==> config.mk <==
export PLATFORM = sky130hd
export DESIGN_NAME = write_arbiter_ctrl
export DESIGN_NICKNAME = d
export VERILOG_FILES = /design/src/rtl/write_arbiter_ctrl.sv
export SDC_FILE = /design/constraint.sdc
export NUM_CORES = 1
export LEC_CHECK = 0
export BUFFER_PORTS_ARGS = -buffer_cell sky130_fd_sc_hd__buf_2
export CAP_MARGIN = 10
export CORE_AREA = 2 2 66 131
export CTS_CLUSTER_DIAMETER = 40
export DETAILED_ROUTE_END_ITERATION = 7
export DIE_AREA = 0 0 68 133
export PLACE_DENSITY = 0.69
export SLEW_MARGIN = 20
export SYNTH_ARGS = -nofsm -noshare
export SYNTH_HDL_FRONTEND = slang
export SYNTH_SLANG_ARGS = --single-unit
==> constraint.sdc <==
create_clock -name clk -period 10.6 [get_ports clk]
set_input_delay 0 -clock clk [delete_from_list [all_inputs] [get_ports clk]]
set_output_delay 0 -clock clk [all_outputs]
set_load 0.01 [all_outputs]
==> src/rtl/write_arbiter_ctrl.sv <==
`default_nettype none
// ============================================================================
// Module      : write_arbiter_ctrl
// Description : Round-robin write scheduler for the 16-port write arbiter.
//               Grants one requesting port at a time and holds the grant for a
//               whole packet. A grant is cut after MAX_BEATS accepted beats so
//               that no port can starve the others. It drives select/enable
//               into the channel selecter so the granted port's data reaches
//               the SRAM write path.
// Ports       : clk          - system clock, rising edge
//               rst          - asynchronous reset, active low
//               wr_req       - per-port request, high while beats are pending
//               wr_last      - per-port flag: current beat is the packet's last
//               sram_ready   - SRAM write path accepts a beat this cycle
//               grant        - one-hot registered grant, zero when idle
//               select       - binary index of the granted port
//               enable       - high while a grant is active
//               beat_accept  - enable & sram_ready (combinational)
//               pkt_done     - one-cycle pulse after a grant ends normally
//               pkt_abort    - one-cycle pulse after a grant ends by withdrawal
// Revision    : 1.0 - initial release
// ============================================================================
module write_arbiter_ctrl #(
    parameter int NUM_OF_PORTS = 16,
    parameter int SEL_WIDTH    = 4,
    parameter int MAX_BEATS    = 8
) (
    input  logic                    clk,
    input  logic                    rst,
    input  logic [NUM_OF_PORTS-1:0] wr_req,
    input  logic [NUM_OF_PORTS-1:0] wr_last,
    input  logic                    sram_ready,
    output logic [NUM_OF_PORTS-1:0] grant,
    output logic [SEL_WIDTH-1:0]    select,
    output logic                    enable,
    output logic                    beat_accept,
    output logic                    pkt_done,
    output logic                    pkt_abort
);

    localparam int CNT_W = $clog2(MAX_BEATS + 1);

    // Count value at which the beat being accepted is the last one allowed.
    localparam logic [CNT_W-1:0] c_last_cnt = CNT_W'(MAX_BEATS - 1);

    localparam logic [0:0] IDLE = 1'b0;
    localparam logic [0:0] BUSY = 1'b1;

    logic [0:0]              r_state;
    logic [SEL_WIDTH-1:0]    r_select;
    logic [SEL_WIDTH-1:0]    r_rr_ptr;
    logic [CNT_W-1:0]        r_beat_cnt;
    logic [NUM_OF_PORTS-1:0] r_grant;
    logic                    r_pkt_done;
    logic                    r_pkt_abort;

    logic                    w_busy;
    logic                    w_accept;
    logic                    w_end_normal;
    logic                    w_end_abort;
    logic                    w_end;
    logic                    w_any_req;
    logic [SEL_WIDTH-1:0]    w_next_ptr;
    logic [SEL_WIDTH-1:0]    w_scan_ptr;
    logic [SEL_WIDTH-1:0]    w_winner;
    logic [NUM_OF_PORTS-1:0] w_winner_onehot;

    assign w_busy     = (r_state == BUSY);
    assign w_accept   = w_busy & sram_ready;
    assign w_any_req  = |wr_req;
    assign w_next_ptr = r_select + 1'b1;

    // A beat accepted together with a request drop is still a normal beat;
    // withdrawal only counts as an abort while the SRAM is stalling.
    assign w_end_normal = w_accept & (wr_last[r_select] | (r_beat_cnt == c_last_cnt));
    assign w_end_abort  = w_busy & ~sram_ready & ~wr_req[r_select];
    assign w_end        = w_end_normal | w_end_abort;

    // At end-of-grant the scan starts just past the finishing port, so that
    // port gets lowest priority in the back-to-back handover.
    assign w_scan_ptr = w_busy ? w_next_ptr : r_rr_ptr;

    // First requester found scanning w_scan_ptr, w_scan_ptr+1, ... with
    // natural wrap. Descending loop so the nearest offset is written last.
    always_comb begin
        w_winner = '0;
        for (int i = NUM_OF_PORTS - 1; i >= 0; i--) begin
            logic [SEL_WIDTH-1:0] v_idx;
            v_idx = w_scan_ptr + i[SEL_WIDTH-1:0];
            if (wr_req[v_idx]) begin
                w_winner = v_idx;
            end
        end
    end

    assign w_winner_onehot = {{(NUM_OF_PORTS-1){1'b0}}, 1'b1} << w_winner;

    always_ff @(posedge clk or negedge rst) begin
        if (!rst) begin
            r_state     <= IDLE;
            r_select    <= '0;
            r_rr_ptr    <= '0;
            r_beat_cnt  <= '0;
            r_grant     <= '0;
            r_pkt_done  <= 1'b0;
            r_pkt_abort <= 1'b0;
        end else begin
            r_pkt_done  <= w_end_normal;
            r_pkt_abort <= w_end_abort;
            case (r_state)
                IDLE: begin
                    if (w_any_req) begin
                        r_state    <= BUSY;
                        r_select   <= w_winner;
                        r_grant    <= w_winner_onehot;
                        r_beat_cnt <= '0;
                    end
                end
                default: begin
                    if (w_end) begin
                        r_rr_ptr   <= w_next_ptr;
                        r_beat_cnt <= '0;
                        if (w_any_req) begin
                            r_select <= w_winner;
                            r_grant  <= w_winner_onehot;
                        end else begin
                            r_state <= IDLE;
                            r_grant <= '0;
                        end
                    end else if (w_accept) begin
                        r_beat_cnt <= r_beat_cnt + 1'b1;
                    end
                end
            endcase
        end
    end

    assign grant       = r_grant;
    assign select      = r_select;
    assign enable      = w_busy;
    assign beat_accept = w_accept;
    assign pkt_done    = r_pkt_done;
    assign pkt_abort   = r_pkt_abort;

endmodule
`default_nettype wire

==> results of run 1 <==
## stage by stage
stage          cells  hold slack, ns  worst slack [ns]
4_1_cts          555           0.236              5.46
3_5_place_dp     546          0.0706              5.46
5_1_grt          555           0.262              5.16
6_report         555           0.257              5.44
2_1_floorplan    409          -0.296              6.18
3_3_place_gp     546          0.0699              5.58
## final cells by class
type / instances / area, um^2 / share of cell area
inverter: 6 / 27.5 / 0.00623
timing repair buffer: 61 / 318 / 0.0719
clock inverter: 1 / 5.00 / 0.00113
multi-input combinational: 352 / 3030 / 0.686
sequential: 31 / 776 / 0.175
clock buffer: 6 / 139 / 0.0314
tap: 98 / 123 / 0.0277
## synthesized netlist by cell type, drive strengths merged, types with 3 or more instances
cell / count / area share
nor3: 8 / 0.013
mux2i: 32 / 0.089
o21a: 4 / 0.0076
a2111oi: 3 / 0.011
buf: 8 / 0.016
a21o: 4 / 0.0076
o211ai: 6 / 0.011
ha: 8 / 0.025
o22a: 3 / 0.0067
mux4: 29 / 0.17
and2: 11 / 0.017
inv: 5 / 0.0060
and4: 3 / 0.0067
a211oi: 8 / 0.015
xnor2: 16 / 0.041
a22o: 7 / 0.016
mux2: 20 / 0.057
nor2b: 5 / 0.0079
a21oi: 14 / 0.021
o31ai: 3 / 0.0057
or2: 3 / 0.0048
a31oi: 4 / 0.0063
nand2b: 11 / 0.019
nand3: 18 / 0.023
o21ai: 18 / 0.023
a32o: 4 / 0.010
and3: 6 / 0.0095
nor4: 7 / 0.014
nor2: 21 / 0.023
o22ai: 5 / 0.0079
nand2: 47 / 0.045
dfrtp: 31 / 0.20
clkbuf: 12 / 0.011
## tightest hold or removal path, cell delays in order
cell	delay, ns
buf_2	0.15
nor4_1	0.06
and4_1	0.21
nand2_1	0.07
## cells by family after synthesis
group / count (synthesis)
compound gates: 102
flops: 31
fa+ha+maj: 8
buf+inv: 26
mux: 81
xor+xnor: 17
simple gates: 144
## metal layers
metal,track usage,up-vias,wire length [um]
met5,0,-,0
met2,0.396,226,5560
met4,0.0989,0,415
li1,-,1691,-
met3,0.0442,41,848
met1,0.361,1803,4640
## flip-flops by register name (all words and copies together), names as in the netlist
register and flops:
pkt_done 1, r_rr_ptr 4, enable 1, r_beat_cnt 4
pkt_abort 1, grant 16, select 4
## worst max path at each step
stage,from,end,slack (ns)
after CTS,select[0],grant[6],5.46
final,select[0],grant[6],5.44
after global placement,select[0],grant[6],5.58
after detailed placement,select[0],grant[3],5.46
after floorplan,select[0],grant[4],6.18
after global routing,select[0],grant[6],5.16
==> results.json, run 1 <==
{
  "worst_path_max_delay_cell": "dfrtp_1",
  "rsz0062_at_grt": "false",
  "slowest_delay_ns": 0.71,
  "fin_setup_tns_ns": 0,
  "reg2reg_from": "select[0]",
  "antenna_cells": 0,
  "avgSynthCellArea_um2": 9.65,
  "final_util": 0.545,
  "critPathMaxFanout": 19,
  "postCtsSetupRepairBufs": 0,
  "finalCriticalPeriod_ns": 5.16,
  "grt_use_total": 0.259,
  "critPathRequiredTime_ns": 10.75,
  "nets": 500,
  "clk_pin_slew_ns": 0.05,
  "first_pass_iters": 5,
  "io_pins": 59,
  "synth_edf_count": 0,
  "holdBufCountCts": 2,
  "drive_above_1_share": 0.287,
  "fin_crit_sh": 0.487,
  "synth_seq_area_share": 0.197,
  "worstSetupStartpointType": "flop",
  "synth-seq-cells": 31,
  "r2r_end": "grant[6]",
  "grt_max_degree": 32,
  "yosys_warnings": 0,
  "min_from": "wr_req[14]",
  "ant_nets": 0,
  "synth_fa_ha_area_frac": 0.0254,
  "path_cells": "ha_1, mux2i_1, buf_4, inv_1, ha_1, xnor2_2, mux4_2, mux2i_1, nand2_1, a21oi_1, a211oi_1, nor3_4, nor2_4, a32o_1",
  "layout_common_cells": "buf_2, nand2_1, dfrtp_1, mux4_2, mux2i_1",
  "cts-htree-levels": 2,
  "end_kind": "flop",
  "cp.arrival_ns": 5.32,
  "crit_type": "flop to flop",
  "die_w_um": 68,
  "cts_made_buffers": 5,
  "root_buffer": "clkbuf_16",
  "vias_per_cell": 6.78,
  "cts_sinks": 31,
  "synth_xor_area_frac": 0.0454,
  "finalInstanceArea_mm2": 0.00442,
  "holdCritPathClass": "input pin to flop",
  "synth_top_family_by_area": "multiplexers",
  "placementRows": 47,
  "setup_viol": 0,
  "cts_tree": "yes",
  "synth_flop_cell": "dfrtp_1",
  "antenna_found_initial": 0,
  "skew_ns": 0.00522,
  "drtIter0Drc": 415,
  "synthMuxAreaShare": 0.312,
  "min_to": "enable",
  "synth_compound_area_frac": 0.193,
  "cts_max_path_buffers": 2,
  "grt_pass1_vias": 3476,
  "initial_core_util": 0.486,
  "post_dp_cell_area_mm2": 0.00426,
  "synthSimpleGateAreaFrac": 0.193,
  "report.final.slew_viol_count": 0,
  "crit_cells": 14,
  "ys_types": 71,
  "dp.final_hpwl_um": 8480,
  "relSlewSlack": 0.328,
  "wl_um": 11500,
  "n_fill_cell": 780,
  "post-route-drc-count": 0,
  "gp_congestion": 1.04,
  "outcome": "completed",
  "ys_async_sr_fraction": 1.00,
  "insertion_delay_ns": 0.27,
  "grt_overflow": 0,
  "finalHoldViolations": 0,
  "maxCapViolCount": 0,
  "worst-path-buf-inv": 2,
  "core_area_mm2": 0.00812,
  "grt_pass1_wl_um": 18000,
  "cpLargestDelayFamily": "multiplexers",
  "synth_area_mm2": 0.00395,
  "die_h_um": 133,
  "port_buffers": 58,
  "area_growth_pct": 12.1,
  "syn_inst": 409,
  "ff2ff_setup_slack_ns": 5.44,
  "final_common_cell": "buf_2",
  "syn-num-nets": 452,
  "die_area_mm2": 0.00904,
  "post_drt_wl_per_cell_um": 20.6,
  "fmax_ghz": 0.194,
  "tightest_slew_ns": 1.01,
  "rr_worst_depth": 14,
  "holdPathStages": 4,
  "cts_resized": 0,
  "vias": 3761
}
Power of run 1 is left out: the tool's default activity adds up to more than one toggle a clock period on the data nets, which glitch-free logic cannot reach.
==> inputs of run 2 (changes only) <==
- PLACE_DENSITY: 0.69 -> 0.72
- clock period: 10.6 -> 4.65 ns (I/O delays scaled with it)
==> run 2 against run 1 <==
Against the previous run: register-to-register slack got worse by 5.0 ns; clock-buffer cell count unchanged; flip-flop and latch count unchanged; global-route usage decreased by 0.094 points; highest routed layer unchanged.
==> results.json, run 2 (synthesis results as in run 1) <==
{
  "slowest_delay_ns": 0.61,
  "path_common_cell": "mux2i_1",
  "ff2ff_setup_slack_ns": 0.40,
  "dp.final_hpwl_um": 8440,
  "layout_common_cells": "buf_2, nand2_1, dfrtp_1, mux4_2, mux2i_1",
  "drtIter0Drc": 411,
  "critPathRequiredTime_ns": 4.81,
  "cpLargestDelayFamily": "multiplexers",
  "clk_pin_slew_ns": 0.05,
  "grt_overflow": 0,
  "n_fill_cell": 738,
  "fin_crit_sh": 0.915,
  "vias_per_cell": 6.52,
  "insertion_delay_ns": 0.28,
  "io_pins": 59,
  "grt_pass1_vias": 3576,
  "report.final.slew_viol_count": 0,
  "maxCapViolCount": 0,
  "finalHoldViolations": 0,
  "grt_max_degree": 32,
  "holdCritPathClass": "input pin to flop",
  "placementRows": 47,
  "post_drt_wl_per_cell_um": 19.8,
  "worst_path_max_delay_cell": "mux4_2",
  "fmax_ghz": 0.235,
  "cts-htree-levels": 2,
  "initial_core_util": 0.486,
  "end_kind": "flop",
  "port_buffers": 58,
  "die_w_um": 68,
  "nets": 513,
  "rsz0062_at_grt": "false",
  "skew_ns": 0.00526,
  "core_area_mm2": 0.00812,
  "cts_sinks": 31,
  "root_buffer": "clkbuf_16",
  "wl_um": 11300,
  "outcome": "completed",
  "ant_nets": 0,
  "worst-path-buf-inv": 1,
  "final_common_cell": "buf_2",
  "relSlewSlack": 0.517,
  "setup.worst_path.start": "enable",
  "cp.arrival_ns": 4.41,
  "setup_viol": 0,
  "crit_type": "flop to flop",
  "gp_congestion": 0.963,
  "tightest_slew_ns": 0.704,
  "die_area_mm2": 0.00904,
  "fin_setup_tns_ns": 0,
  "antenna_found_initial": 0,
  "largest_reg_flops": 16,
  "first_pass_iters": 5,
  "reg2reg_from": "enable",
  "min_from": "wr_req[14]",
  "grt_use_total": 0.258,
  "area_growth_pct": 15.7,
  "cts_tree": "yes",
  "drive_above_1_share": 0.306,
  "path_cells": "mux2i_1, buf_4, ha_1, xnor2_2, mux4_2, mux2i_1, nor2_1, a2111oi_0, nor4_2, a21oi_4, nor2_2, a32o_1",
  "critPathMaxFanout": 18,
  "die_h_um": 133,
  "postCtsSetupRepairBufs": 0,
  "vias": 3712,
  "post-route-drc-count": 0,
  "cts_max_path_buffers": 2,
  "antenna_cells": 0,
  "grt_pass1_wl_um": 18200,
  "cts_made_buffers": 5,
  "finalCriticalPeriod_ns": 4.25,
  "worstSetupStartpointType": "flop"
}
## run 2: cell types whose count changed in the layout (fill, tap and decap cells not counted)
| cell | previous run | this run |
|---|---|---|
| buf_4 | 1 | 14 |
| bufinv_16 | 0 | 2 |
| clkinv_2 | 1 | 0 |
| clkbuf_1 | 0 | 1 |
| clkbuf_8 | 1 | 0 |
## run 2: worst register-to-register path: stages (launching register included)
cell and delay (ns):
dfrtp_1 0.60, mux2i_1 0.28, buf_4 0.28, ha_1 0.44, xnor2_2 0.24, mux4_2 0.61, mux2i_1 0.36, nor2_1 0.07
a2111oi_0 0.48, nor4_2 0.13, a21oi_4 0.27, nor2_2 0.10, a32o_1 0.28
## run 2: what timing repair did
item | in CTS | in global routing
hold endpoints to repair | 32 | 0
gates resized for setup | 0 | 0
endpoints found under the setup margin | 0 | 0
hold buffers | 2 | 0
## run 2: routing by layer
layer | global-route usage | up-vias | routed length, um
met1 | 0.363 | 1767 | 4600
met5 | 0 | - | 0
met4 | 0.0844 | 0 | 375
met2 | 0.395 | 193 | 5390
met3 | 0.0485 | 35 | 886
li1 | - | 1717 | -
## run 2: through the flow
step	hold WS, ns	utilization	cells	instance area, um^2	worst slack, ns
2_1_floorplan	-0.296	-	409	3950	0.229
3_3_place_gp	0.0687	0.537	559	4360	0.461
3_5_place_dp	0.0751	0.537	559	4360	0.417
4_1_cts	0.244	0.562	569	4560	0.404
5_1_grt	0.285	0.562	569	4560	0.0961
6_report	0.251	0.562	569	4560	0.397
## run 2: path summary, 6_finish.rpt
path,end,depth (start not counted)
setup / recovery,grant[7],12
hold / removal,enable,4
setup reg to reg,grant[7],12
hold reg to reg,grant[13],2
max in group asynchronous,r_beat_cnt[3],2
min in group asynchronous,r_rr_ptr[3],2
## run 2: cell type report
class	count	area (um^2)	area share
sequential	31	776	0.170
clock inverter	2	60.1	0.0132
multi-input combinational	352	3030	0.665
timing repair buffer	74	415	0.0910
clock buffer	6	129	0.0282
inverter	6	27.5	0.00603
tap	98	123	0.0269
Power of run 2 is left out for the same reason.
==> inputs of run 3 (changes only) <==
- CELL_PAD_IN_SITES_DETAIL_PLACEMENT: default -> 0
- CELL_PAD_IN_SITES_GLOBAL_PLACEMENT: default -> 2
- CORE_AREA: 2 2 66 131 -> 2 2 74 146
- DIE_AREA: 0 0 68 133 -> 0 0 76 148
- PLACE_DENSITY: 0.72 -> 0.85
- clock period: 4.65 -> 5.5 ns (I/O delays scaled with it)
==> run 3 against run 2 <==
Against the previous run: clock-buffer cell count unchanged; critical path depth up 2; fmax down 12%; utilization down 12 points; global-route usage down 2.9 points; setup slack better by 0.26 ns; die area up 24%; flip-flop and latch count unchanged; final area down 1.3%; sequential share of layout area up 0.22 points; hold slack better by 0.022 ns; critical endpoint is now grant[5].
==> results.json, run 3 (synthesis results as in run 1) <==
{
  "outcome": "completed",
  "largest_reg_flops": 16,
  "grt_max_degree": 32,
  "port_buffers": 58,
  "nets": 505,
  "cts-htree-levels": 2,
  "root_buffer": "clkbuf_16",
  "die_area_mm2": 0.0112,
  "drive_above_1_share": 0.294,
  "post_drt_wl_per_cell_um": 21.8,
  "fin_crit_sh": 0.881,
  "postCtsSetupRepairBufs": 0,
  "io_pins": 59,
  "critPathMaxFanout": 12,
  "core_area_mm2": 0.0101,
  "fin_setup_tns_ns": 0,
  "tightest_slew_ns": 0.977,
  "insertion_delay_ns": 0.27,
  "cts_max_path_buffers": 2,
  "cts_resized": 0,
  "placementRows": 52,
  "worst-path-buf-inv": 2,
  "antenna_found_initial": 0,
  "dp.final_hpwl_um": 10600,
  "finalHoldViolations": 0,
  "layout_common_cells": "buf_2, nand2_1, dfrtp_1, mux4_2, mux2i_1",
  "finalCriticalPeriod_ns": 4.85,
  "critPathRequiredTime_ns": 5.66,
  "report.final.slew_viol_count": 0,
  "final_common_cell": "buf_2",
  "grt_overflow": 0,
  "relSlewSlack": 0.349,
  "cts_made_buffers": 5,
  "drtIter0Drc": 231,
  "holdCritPathClass": "input pin to flop",
  "slowest_delay_ns": 0.70,
  "rsz0062_at_grt": "false",
  "vias_per_cell": 6.20,
  "setup_viol": 0,
  "worstSetupStartpointType": "flop",
  "setup.worst_path.start": "select[1]",
  "gp_congestion": 0.978,
  "n_fill_cell": 1021,
  "area_growth_pct": 14.2,
  "min_from": "wr_req[14]",
  "maxCapViolCount": 0,
  "die_w_um": 76,
  "first_pass_iters": 5,
  "vias": 3701,
  "skew_ns": 0.00567,
  "fmax_ghz": 0.206,
  "crit_type": "flop to flop",
  "cts_sinks": 31,
  "cpLargestDelayFamily": "multiplexers",
  "antenna_cells": 0,
  "wl_um": 13000,
  "end_kind": "flop",
  "worst_path_max_delay_cell": "dfrtp_1",
  "ant_nets": 0,
  "cp.arrival_ns": 5.00,
  "clk_pin_slew_ns": 0.05,
  "grt_use_total": 0.229,
  "cts_tree": "yes",
  "holdBufCountCts": 2,
  "path_cells": "ha_1, mux2i_1, buf_4, inv_1, ha_1, xnor2_2, mux4_2, mux2_2, and2_1, a222oi_1, nor4_2, a21oi_4, nor2_2, a32o_1",
  "die_h_um": 148,
  "grt_pass1_vias": 3723,
  "reg2reg_from": "select[1]",
  "initial_core_util": 0.391,
  "path_common_cell": "ha_1",
  "grt_pass1_wl_um": 20200,
  "fin_hold_ws_ns": 0.273,
  "post-route-drc-count": 0
}
[run 3: cell count changes in the layout (fill, tap and decap cells not counted), sizes merged]
cell	previous run	this run
bufinv	2	0
clkinv	1	2
buf	72	64
[run 3: area by class of cell]
cell class,instances,area (um^2),area share
Clock buffer,6,139,0.0308
Clock inverter,1,5.00,0.00111
Inverter,6,27.5,0.00611
Multi-Input combinational cell,352,3030,0.673
Sequential cell,31,776,0.172
Tap cell,135,169,0.0375
Timing Repair Buffer,66,355,0.0789
[run 3: through the flow]
step / utilization / setup WS, ns / cell area, um^2 / cells
3_3_place_gp: 0.431 / 0.746 / 4340 / 588
3_5_place_dp: 0.431 / 0.648 / 4340 / 588
2_1_floorplan: - / 1.08 / 3950 / 409
5_1_grt: 0.447 / 0.268 / 4510 / 597
4_1_cts: 0.447 / 0.642 / 4510 / 597
6_report: 0.447 / 0.654 / 4510 / 597
[run 3: path summary, 6_finish.rpt]
check,endpoint,slack [ns],cells after the start
max reg2reg,grant[5],0.65,14
max,grant[5],0.65,14
max in group asynchronous,select[2],4.73,2
min,enable,0.27,4
min in group asynchronous,pkt_done,0.32,2
min reg2reg,grant[8],0.48,2
[run 3: layer usage]
layer / GRT usage / share of wire / up-vias
met5: 0 / 0 / -
met3: 0.0116 / 0.027 / 46
li1: - / - / 1708
met2: 0.450 / 0.58 / 119
met4: 0.156 / 0.066 / 0
met1: 0.225 / 0.33 / 1828
[run 3: worst reg2reg max path, stage by stage, from the launching register on]
cell and delay, ns:
dfrtp_1 0.70, ha_1 0.37, mux2i_1 0.19, buf_4 0.19, inv_1 0.06, ha_1 0.31
xnor2_2 0.46, mux4_2 0.68, mux2_2 0.34, and2_1 0.18, a222oi_1 0.40, nor4_2 0.14
a21oi_4 0.31, nor2_2 0.12, a32o_1 0.28
Power of run 3 is left out for the same reason.
